==> src/rtl/pwm_ramp_ctrl.sv <==
// APB-programmable PWM sequencer: shadows period/compare, applies them only at
// period boundaries, and optionally ramps compare toward the target each period.
module pwm_ramp_ctrl #(
    parameter int DW = 16,
    parameter int AW = 4
) (
    input  logic          pclk,
    input  logic          presetn,
    input  logic          psel,
    input  logic          penable,
    input  logic          pwrite,
    input  logic [AW-1:0] paddr,
    input  logic [DW-1:0] pwdata,
    output logic [DW-1:0] prdata,
    output logic          pready,
    output logic          pslverr,
    input  logic          period_wrap,
    output logic          pwm_en,
    output logic [DW-1:0] cfg_period,
    output logic [DW-1:0] cfg_cmpr,
    output logic          cfg_load,
    output logic          busy
);
    typedef enum logic [1:0] {IDLE, START, RUN, RAMP} state_t;

    localparam logic [AW-1:0] A_CTRL   = AW'(0);
    localparam logic [AW-1:0] A_PERIOD = AW'(1);
    localparam logic [AW-1:0] A_TARGET = AW'(2);
    localparam logic [AW-1:0] A_STEP   = AW'(3);
    localparam logic [AW-1:0] A_STATUS = AW'(4);
    localparam logic [AW-1:0] A_CMPR   = AW'(5);

    state_t        state_q, state_d;
    logic          en_q, en_d, ramp_en_q, ramp_en_d, pending_q, pending_d;
    logic [DW-1:0] period_sh_q, period_sh_d, target_sh_q, target_sh_d, step_q, step_d;
    logic [DW-1:0] cfg_period_q, cfg_period_d, cfg_cmpr_q, cfg_cmpr_d;
    logic          cfg_load_q, cfg_load_d, pwm_en_q, pwm_en_d, busy_q, busy_d;

    logic          wr, rd, pend_set, pend_clr;
    logic [DW-1:0] eff_tgt, eff_step, ramp_nxt;

    assign wr       = psel & penable & pwrite;
    assign rd       = psel & penable & ~pwrite;
    assign pready   = 1'b1;
    assign pslverr  = psel & penable & (paddr > A_CMPR);
    assign pend_set = wr & ((paddr == A_PERIOD) | (paddr == A_TARGET));

    assign eff_tgt  = (target_sh_q > period_sh_q) ? period_sh_q : target_sh_q;
    assign eff_step = (step_q == '0) ? DW'(1) : step_q;

    // Compare differences before stepping so neither direction can wrap.
    always_comb begin
        ramp_nxt = eff_tgt;
        if (cfg_cmpr_q < eff_tgt) begin
            if ((eff_tgt - cfg_cmpr_q) > eff_step) ramp_nxt = cfg_cmpr_q + eff_step;
        end else if (cfg_cmpr_q > eff_tgt) begin
            if ((cfg_cmpr_q - eff_tgt) > eff_step) ramp_nxt = cfg_cmpr_q - eff_step;
        end
    end

    always_comb begin
        prdata = '0;
        if (rd) begin
            case (paddr)
                A_CTRL:   prdata = {{(DW-2){1'b0}}, ramp_en_q, en_q};
                A_PERIOD: prdata = period_sh_q;
                A_TARGET: prdata = target_sh_q;
                A_STEP:   prdata = step_q;
                A_STATUS: prdata = {{(DW-3){1'b0}}, state_q == RUN, pending_q, busy_q};
                A_CMPR:   prdata = cfg_cmpr_q;
                default:  prdata = '0;
            endcase
        end
    end

    always_comb begin
        en_d         = en_q;
        ramp_en_d    = ramp_en_q;
        period_sh_d  = period_sh_q;
        target_sh_d  = target_sh_q;
        step_d       = step_q;
        state_d      = state_q;
        cfg_period_d = cfg_period_q;
        cfg_cmpr_d   = cfg_cmpr_q;
        cfg_load_d   = 1'b0;
        pwm_en_d     = pwm_en_q;
        pend_clr     = 1'b0;

        if (wr) begin
            case (paddr)
                A_CTRL:   begin en_d = pwdata[0]; ramp_en_d = pwdata[1]; end
                A_PERIOD: period_sh_d = pwdata;
                A_TARGET: target_sh_d = pwdata;
                A_STEP:   step_d      = pwdata;
                default:  ;
            endcase
        end

        if (!en_q) begin
            if (state_q != IDLE) begin
                state_d    = IDLE;
                pwm_en_d   = 1'b0;
                cfg_cmpr_d = '0;
                cfg_load_d = 1'b1;
            end
        end else begin
            case (state_q)
                IDLE: begin
                    state_d      = START;
                    cfg_period_d = period_sh_q;
                    cfg_cmpr_d   = ramp_en_q ? '0 : eff_tgt;
                    cfg_load_d   = 1'b1;
                    pwm_en_d     = 1'b1;
                    pend_clr     = 1'b1;
                end
                START: state_d = (ramp_en_q && eff_tgt != '0) ? RAMP : RUN;
                RUN: begin
                    if (period_wrap && pending_q) begin
                        cfg_period_d = period_sh_q;
                        cfg_load_d   = 1'b1;
                        pend_clr     = 1'b1;
                        if (ramp_en_q) state_d = RAMP;
                        else           cfg_cmpr_d = eff_tgt;
                    end
                end
                RAMP: begin
                    if (period_wrap) begin
                        cfg_cmpr_d = ramp_nxt;
                        if (ramp_nxt != cfg_cmpr_q) cfg_load_d = 1'b1;
                        if (pending_q) begin
                            cfg_period_d = period_sh_q;
                            cfg_load_d   = 1'b1;
                            pend_clr     = 1'b1;
                        end
                        if (ramp_nxt == eff_tgt) state_d = RUN;
                    end
                end
                default: state_d = IDLE;
            endcase
        end

        // A write landing on the same edge as a consuming wrap re-arms pending.
        pending_d = pend_set ? 1'b1 : (pend_clr ? 1'b0 : pending_q);
        busy_d    = (state_d == RAMP);
    end

    always_ff @(posedge pclk or negedge presetn) begin
        if (!presetn) begin
            state_q      <= IDLE;
            en_q         <= 1'b0;
            ramp_en_q    <= 1'b0;
            pending_q    <= 1'b0;
            period_sh_q  <= '0;
            target_sh_q  <= '0;
            step_q       <= '0;
            cfg_period_q <= '0;
            cfg_cmpr_q   <= '0;
            cfg_load_q   <= 1'b0;
            pwm_en_q     <= 1'b0;
            busy_q       <= 1'b0;
        end else begin
            state_q      <= state_d;
            en_q         <= en_d;
            ramp_en_q    <= ramp_en_d;
            pending_q    <= pending_d;
            period_sh_q  <= period_sh_d;
            target_sh_q  <= target_sh_d;
            step_q       <= step_d;
            cfg_period_q <= cfg_period_d;
            cfg_cmpr_q   <= cfg_cmpr_d;
            cfg_load_q   <= cfg_load_d;
            pwm_en_q     <= pwm_en_d;
            busy_q       <= busy_d;
        end
    end

    assign cfg_period = cfg_period_q;
    assign cfg_cmpr   = cfg_cmpr_q;
    assign cfg_load   = cfg_load_q;
    assign pwm_en     = pwm_en_q;
    assign busy       = busy_q;
endmodule

==> config.mk <==
export PLATFORM = sky130hd
export DESIGN_NAME = pwm_ramp_ctrl
export DESIGN_NICKNAME = d
export VERILOG_FILES = /design/src/rtl/pwm_ramp_ctrl.sv
export SDC_FILE = /design/constraint.sdc
export NUM_CORES = 1
export LEC_CHECK = 0
export CAP_MARGIN = 15
export CORE_MARGIN = 2
export CORE_UTILIZATION = 55
export DETAILED_ROUTE_END_ITERATION = 8
export PLACE_DENSITY_LB_ADDON = 0.12
export RECOVER_POWER = 25
export SETUP_SLACK_MARGIN = 0.4
export SYNTH_ARGS = -nofsm -noshare
export SYNTH_HDL_FRONTEND = slang
export SYNTH_SLANG_ARGS = --single-unit
==> constraint.sdc <==
create_clock -name pclk -period 7.55 [get_ports pclk]
set_clock_uncertainty 0.2 [all_clocks]
set_input_delay 0.755 -clock pclk [delete_from_list [all_inputs] [get_ports pclk]]
set_output_delay 0.755 -clock pclk [all_outputs]
set_load 0.01 [all_outputs]
======== After elaboration in Yosys (flattened, before gate mapping) ========
Cells that the tools add are included.
W data, S select, Z words.
storage, ports and cells
  logic and storage cells ................. 108
  output and inout bits ................... 53
  register bits after elaboration ......... 88
cells by class
  bitwise gates (word level) .............. 7
  magnitude comparators ................... 6
  add/sub/neg operators ................... 4
  mux-type cells .......................... 43
  equal/unequal tests ..................... 19
  reduce and logical (&&, ||, !) cells .... 17
operators by type and width
  cell                  count
  $mux W16              16
  $pmux W16 S3          2
  $pmux W16 S6          1
  $gt A16 B16 Y1        4
  $sub A16 B16 Y16      3
  $add A16 B16 Y16      1
  $eq A16 B16 Y1        1
  $logic_not A16 Y1     1
  $lt A16 B16 Y1        1
  $ne A16 B16 Y1        1
  $reduce_bool A16 Y1   1
  $mux W1               15
  $mux W2               6
  $reduce_and A2 Y1     5
  $reduce_and A5 Y1     2
  $eq A4 B2 Y1 const B  2
  $eq A4 B3 Y1 const B  2
  $pmux W2 S4           1
  $eq A2 B2 Y1 const B  3
  $ne A3 B3 Y1 const B  2
  $pmux W1 S3           2
  $reduce_bool A2 Y1    3
  $and A1 B1 Y1         5
  $eq A4 B1 Y1 const B  1
  other kinds (12)      15

======== Depth between registers and ports, before layout ========
  depth after elaboration ................. 13
  gate-level depth with buffers ........... 36
  mapped depth without buffers ............ 33

======== Least setup slack after synthesis ========
Ideal clock, no wire load.
  path type ............................... reg2reg
  start ................................... register period_sh_q[15]
  end ..................................... register busy_q (netlist: busy)
  cell stages (with the launch flop) ...... 36
  slack ................................... 323 ps
  data required time ...................... 7219 ps
  setup time .............................. 131 ps
  data arrival time ....................... 6896 ps
  buffers on the path ..................... 2
  path through ............................ dfrtp_1 > inv_1 > ha_1 > nand4_2 > nor3_1 > or3_1 > o31a_1 > buf_6 > buf_12 > mux2_2 > inv_1 > ha_1 > fa_1 > nor2b_1 > o21ai_0 > a21boi_0 > o21ai_0 > a21boi_0 > o21ai_0 > nand2b_1 > a221oi_1 > o41ai_1 > a21oi_1 > xnor2_1 > ha_1 > a21oi_1 > nand2_1 > a211o_1 > o31ai_1 > nor2_2 > a221o_1 > a221o_1 > nor4_2 > o2111ai_1 > nor4_2 > nor3b_1
between the ends
  longest elaborated chain between the ends .. 13
  elaborated cells between the ends (all ways) .. 21
  those cells by class .................... add/sub: 2; order compare: 5; eq/ne: 2; mux: 10; reduce/logical: 2
ends and longest elaborated chain
  what                    line  RTL
  from (decl)             35    logic [DW-1:0] period_sh_q, period_sh_d, target_sh_q, target_sh_d, step_q, step_d;
  from (signal assigned)  166   period_sh_q <= period_sh_d;
  $gt A16 B16 Y1          48    assign eff_tgt = (target_sh_q > period_sh_q) ? period_sh_q : target_sh_q;
  $mux W16 *              48
  $sub A16 B16 Y16        57    if ((cfg_cmpr_q - eff_tgt) > eff_step) ramp_nxt = cfg_cmpr_q - eff_step;
  $gt A16 B16 Y1          57
  $mux W16                57
  $mux W16                56    end else if (cfg_cmpr_q > eff_tgt) begin
  $mux W16                54    if (cfg_cmpr_q < eff_tgt) begin
  $eq A16 B16 Y1          135   if (ramp_nxt == eff_tgt) state_d = RUN;
  $mux W2                 135
  $mux W2                 127   if (period_wrap) begin
  $pmux W2 S4 *           107   case (state_q)
  $mux W2 *               99    if (!en_q) begin
  $eq A2 B2 Y1 *          144   busy_d = (state_d == RAMP);
  named net busy_d        37    logic cfg_load_q, cfg_load_d, pwm_en_q, pwm_en_d, busy_q, busy_d;
  to (signal assigned)    173   busy_q <= busy_d;
  to (decl)               37
Mark *: on every way through the listed nets, which the timed path passes. The rest lies on a longest branch.
A chain may end at the register's enable or synchronous reset.

======== Worst setup path in the final report ========
  start ................................... register period_sh_q[13]
  end ..................................... register cfg_load_q (netlist: cfg_load)
between the ends
  longest elaborated chain between the ends .. 13
  elaborated cells between the ends (all ways) .. 18
  those cells by class .................... add/sub: 2; order compare: 5; eq/ne: 1; mux: 10
ends and longest elaborated chain
  what                  line  RTL
  $gt A16 B16 Y1        48
  $mux W16 *            48
  $sub A16 B16 Y16      57
  $gt A16 B16 Y1        57
  $mux W16              57
  $mux W16              56
  $mux W16 *            54
  $ne A16 B16 Y1 *      129   if (ramp_nxt != cfg_cmpr_q) cfg_load_d = 1'b1;
  $mux W1 *             129
  $mux W1 *             130   if (pending_q) begin
  $mux W1 *             127
  $pmux W1 S3 *         107
  $mux W1 *             99
  named net cfg_load_d  37
  to (signal assigned)  171   cfg_load_q <= cfg_load_d;
  to (decl)             37
Marks and branches as above.

==> results.txt <==
----------------------------------------------------
[Run status]
  Outcome ... finished with violations
  Violations in the final reports ... capacitance limit, slew limit

[Placement]
  Number of input and output port buffers inserted ... 77
  Placed wire-length estimate ... 27.4 mm
  Final RePlAce weighted congestion ... 1.06

[Global routing]
  GR Layer Usage met1 ... 48.8%
  Maximum number of pins on one net before global-route repair ... 68
  Leftover overflow at the end of global routing ... 0
  Antenna violations before repair ... 0
  Vias in the first global route ... 9897
  Routing usage on met2 ... 64.5%
  Total GRT Usage ... 39.2%
  Met3 Use GR ... 5.95%
  Wire length of the first global-routing pass ... 54.7 mm
  Busiest layer in global routing ... met2

[Synthesis]
  Leading cell types by count after synthesis ... nand2_1 (115), ha_1 (114), inv_1 (90)
  Leading post-synthesis cells by cell area ... dfrtp_1 (23%), ha_1 (15%), a21oi_1 (4.7%), o21ai_0 (4.6%), nand2_1 (4.5%)
  Share of synthesized area spent on multiplexers ... 5.22%
  Post-synthesis average cell area ... 8.12 um^2
  Number of warnings reported in the yosys synthesis log ... 0
  Library cells used by synthesis ... 87
  Number of enable flip-flop cells after synthesis ... 0
  Seq cells post-synth ... 88
  Share of the yosys chip area belonging to registers ... 23.2%
  Main combinational cell family by area after synthesis ... compound AO/OA/AOI/OAI gates
  Area fraction of the dominant cell type after synthesis ... 23.2%
  Dominant synthesized flop cell ... dfrtp_1
  Synthesized-area fraction occupied by adder cells ... 15.9%
  Dominant cell type by area after synthesis ... dfrtp_1
  Number of cells produced by synthesis ... 1168
  Compound-gate portion of the synthesized area ... 25.7%
  Fraction of synthesis flops using an asynchronous set or reset pin ... 100%
  Share of synthesized cell area in and, or, nand and nor gates ... 17.2%
  Post-Synthesis Cell Area ... 9490 um^2
  Leading cell type by number of instances after synthesis ... nand2_1
  Post-synthesis net count ... 1312
  Synth Area in XOR/XNOR ... 5.63%

[CTS]
  Buffer cell driving the clock tree root ... clkbuf_16
  Clk sink count ... 88
  Hold_buf cts ... 0
  Number of levels in the clock H-tree ... 3
  CTS tree ... done
  Number of buffers created by CTS ... 9
  Worst-path clk slew ... 0.07 ns
  Maximum root-to-sink buffer count ... 2
  Clock latency at the later pin of the worst-skew pair ... 0.36 ns

[STA]
  Number of setup violations in the final report ... 0
  Unrepaired setup endpoints after global routing ... true
  Actual transition at the worst max-transition pin ... 3.75 ns
  Final-report max-slew violation count ... 68
  Max Freq ... 134 MHz
  Max-Slew Margin vs Limit ... -150%
  Final min period ... 7.49 ns
  Final-layout worst hold slack ... 0.285 ns
  Final hold violations ... 0
  Final period utilization ... 99.2%

[Finish]
  Layout cells sized above 1 ... 27.3%
  # nets final ... 1541
  Number of filler cells placed in the layout ... 1274
  Final core area utilization ... 75.1%
  Area grow syn2layout ... 34.9%
  # diodes ... 0

[Die]
  Overall die height ... 135 um
  Die footprint ... 18300 um^2
  Effective utilization at floorplan ... 55.6%
  I/O pin cnt ... 79
  Standard-cell rows ... 48
  Area of the core region ... 17100 um^2
  Width of the die ... 135 um

[Worst setup path]
  Required time of the worst setup path ... 7.58 ns
  Highest cell delay on the worst timing path ... 0.39 ns
  Crit-path max FO ... 6
  Most used cell, CP ... buf_4
  Register-to-register path setup slack ... 0.06 ns
  CP startpoint kind ... flip-flop
  Cell with the largest stage delay on the worst path ... dfrtp_1
  Nature of the critical path endpoint ... flip-flop
  CP Class ... flip-flop to flip-flop
  CP arrival ... 7.52 ns

[Pwr]
  Total power of the final layout ... 5.77 mW
  Total power per unit cell area ... 450 nW/um^2
  Worst IR Drop VDD ... 0.289 mV
  Reported leakage power ... 5.68 nW

[Drt]
  Vias after detailed routing ... 10300
  Drt initial violations ... 910
  Post-detailed-route DRC marker count ... 0
  WL final ... 36.5 mm
  Average vias per placed instance ... 6.32
  Average wire length per cell after detail routing ... 22.4 um
  Count of TritonRoute iterations in the first routing pass ... 6
  Residual antenna-violating net count after detailed routing ... 0

[Flow run]
  Maximum capacitance violations ... 1

[Hold path]
  Class of the most critical hold timing path ... flip-flop to flip-flop

----------------------------------------------------
[what timing repair did]
action | in CTS | in global routing
setup endpoints to repair | 18 | 18
resized for setup | 99 | 52
pin swaps | 55 | 58
buffers inserted | 33 | 20
[registers in the layout (all words and copies together) (netlist names)]
| name | flops |
|---|---|
| en_q | 1 |
| step_q | 16 |
| cfg_cmpr | 16 |
| ramp_en_q | 1 |
| cfg_period | 16 |
| target_sh_q | 16 |
| pending_q | 1 |
| state_q | 2 |
| busy | 1 |
| cfg_load | 1 |
| pwm_en | 1 |
| period_sh_q | 16 |
[final timing paths]
| kind | startpoint | endpoint | cells after the start |
|---|---|---|---|
| worst max-delay path | period_sh_q[13]$_DFFE_PN0P_ | cfg_load$_DFF_PN0_ | 39 |
| worst max register to register | period_sh_q[13]$_DFFE_PN0P_ | cfg_load$_DFF_PN0_ | 39 |
| max in group asynchronous | presetn | step_q[12]$_DFFE_PN0P_ | 2 |
| worst min register to register | cfg_period[13]$_DFFE_PN0P_ | cfg_period[13]$_DFFE_PN0P_ | 2 |
| min in group asynchronous | presetn | period_sh_q[3]$_DFFE_PN0P_ | 1 |
| worst min-delay path | cfg_period[13]$_DFFE_PN0P_ | cfg_period[13]$_DFFE_PN0P_ | 2 |
[cell type report]
cell class	instances	area [um^2]	share of cell area, %
Clock buffer	10	229	1.79
Clock inverter	6	91.3	0.714
Inverter	91	344	2.69
Multi-Input combinational cell	924	7280	56.9
Sequential cell	88	2200	17.2
Tap cell	225	282	2.20
Timing Repair Buffer	283	2370	18.5
[cell usage in the layout (no fill, tap or decap), types with 9 or more instances in the layout]
master and n:
a211oi_1 10, a21oi_1 80, a21oi_2 9, a22oi_1 46
and3_1 9, buf_4 192, buf_6 11, clkbuf_16 9
clkdlybuf4s50_1 76, dfrtp_1 88, ha_1 97, ha_4 17
inv_1 79, inv_2 11, mux2_2 28, nand2_1 108
nand2b_1 10, nand3_1 23, nand4_1 16, nor2_1 59
nor2b_1 9, nor3_1 14, nor4_1 11, o211ai_1 11
o21ai_0 76, o21ai_1 10, o22ai_1 21, xnor2_1 41
xor2_1 18
[metrics by stage]
stage / cell area [um^2] / setup slack, ns / std cells / TNS (ns)
3_5_place_dp: 11400 / -0.332 / 1558 / -0.892
4_1_cts: 12400 / 0.261 / 1607 / 0
2_1_floorplan: 9500 / 0.424 / 1168 / 0
5_1_grt: 12800 / -0.127 / 1627 / -0.188
6_report: 12800 / 0.0637 / 1627 / 0
3_3_place_gp: 11400 / -0.142 / 1558 / -0.373
[worst max-delay path: cells and delay by family (launching register included)]
kind            cells  cell delay [ns]
mux                 1             0.23
compound gates     17             2.78
flops               1             0.39
fa+ha+maj           4             1.07
buf+inv             8             0.99
simple gates        8             1.53
xor+xnor            1             0.15
[layer usage]
layer,part of all wire (%),vias up
met4,6.4,0
li1,-,4733
met5,0,-
met1,40,4907
met2,47,504
met3,6.7,135
[logic make-up (layout without fill, tap and decap cells)]
logic type,count (synthesis),after routing
fa+ha+maj,118,118
compound gates,375,375
other cells,1,1
flops,88,88
xor+xnor,61,61
simple gates,326,326
buf+inv,156,390
mux,43,43
[report_power, final]
| part | leakage [nW] | internal [mW] | switching [mW] |
|---|---|---|---|
| Combinational | 4.45 | 2.16 | 2.37 |
| Clock | 0.157 | 0.293 | 0.212 |
| Sequential | 1.07 | 0.587 | 0.146 |
No activity file was read; power rests on OpenSTA's default activity.
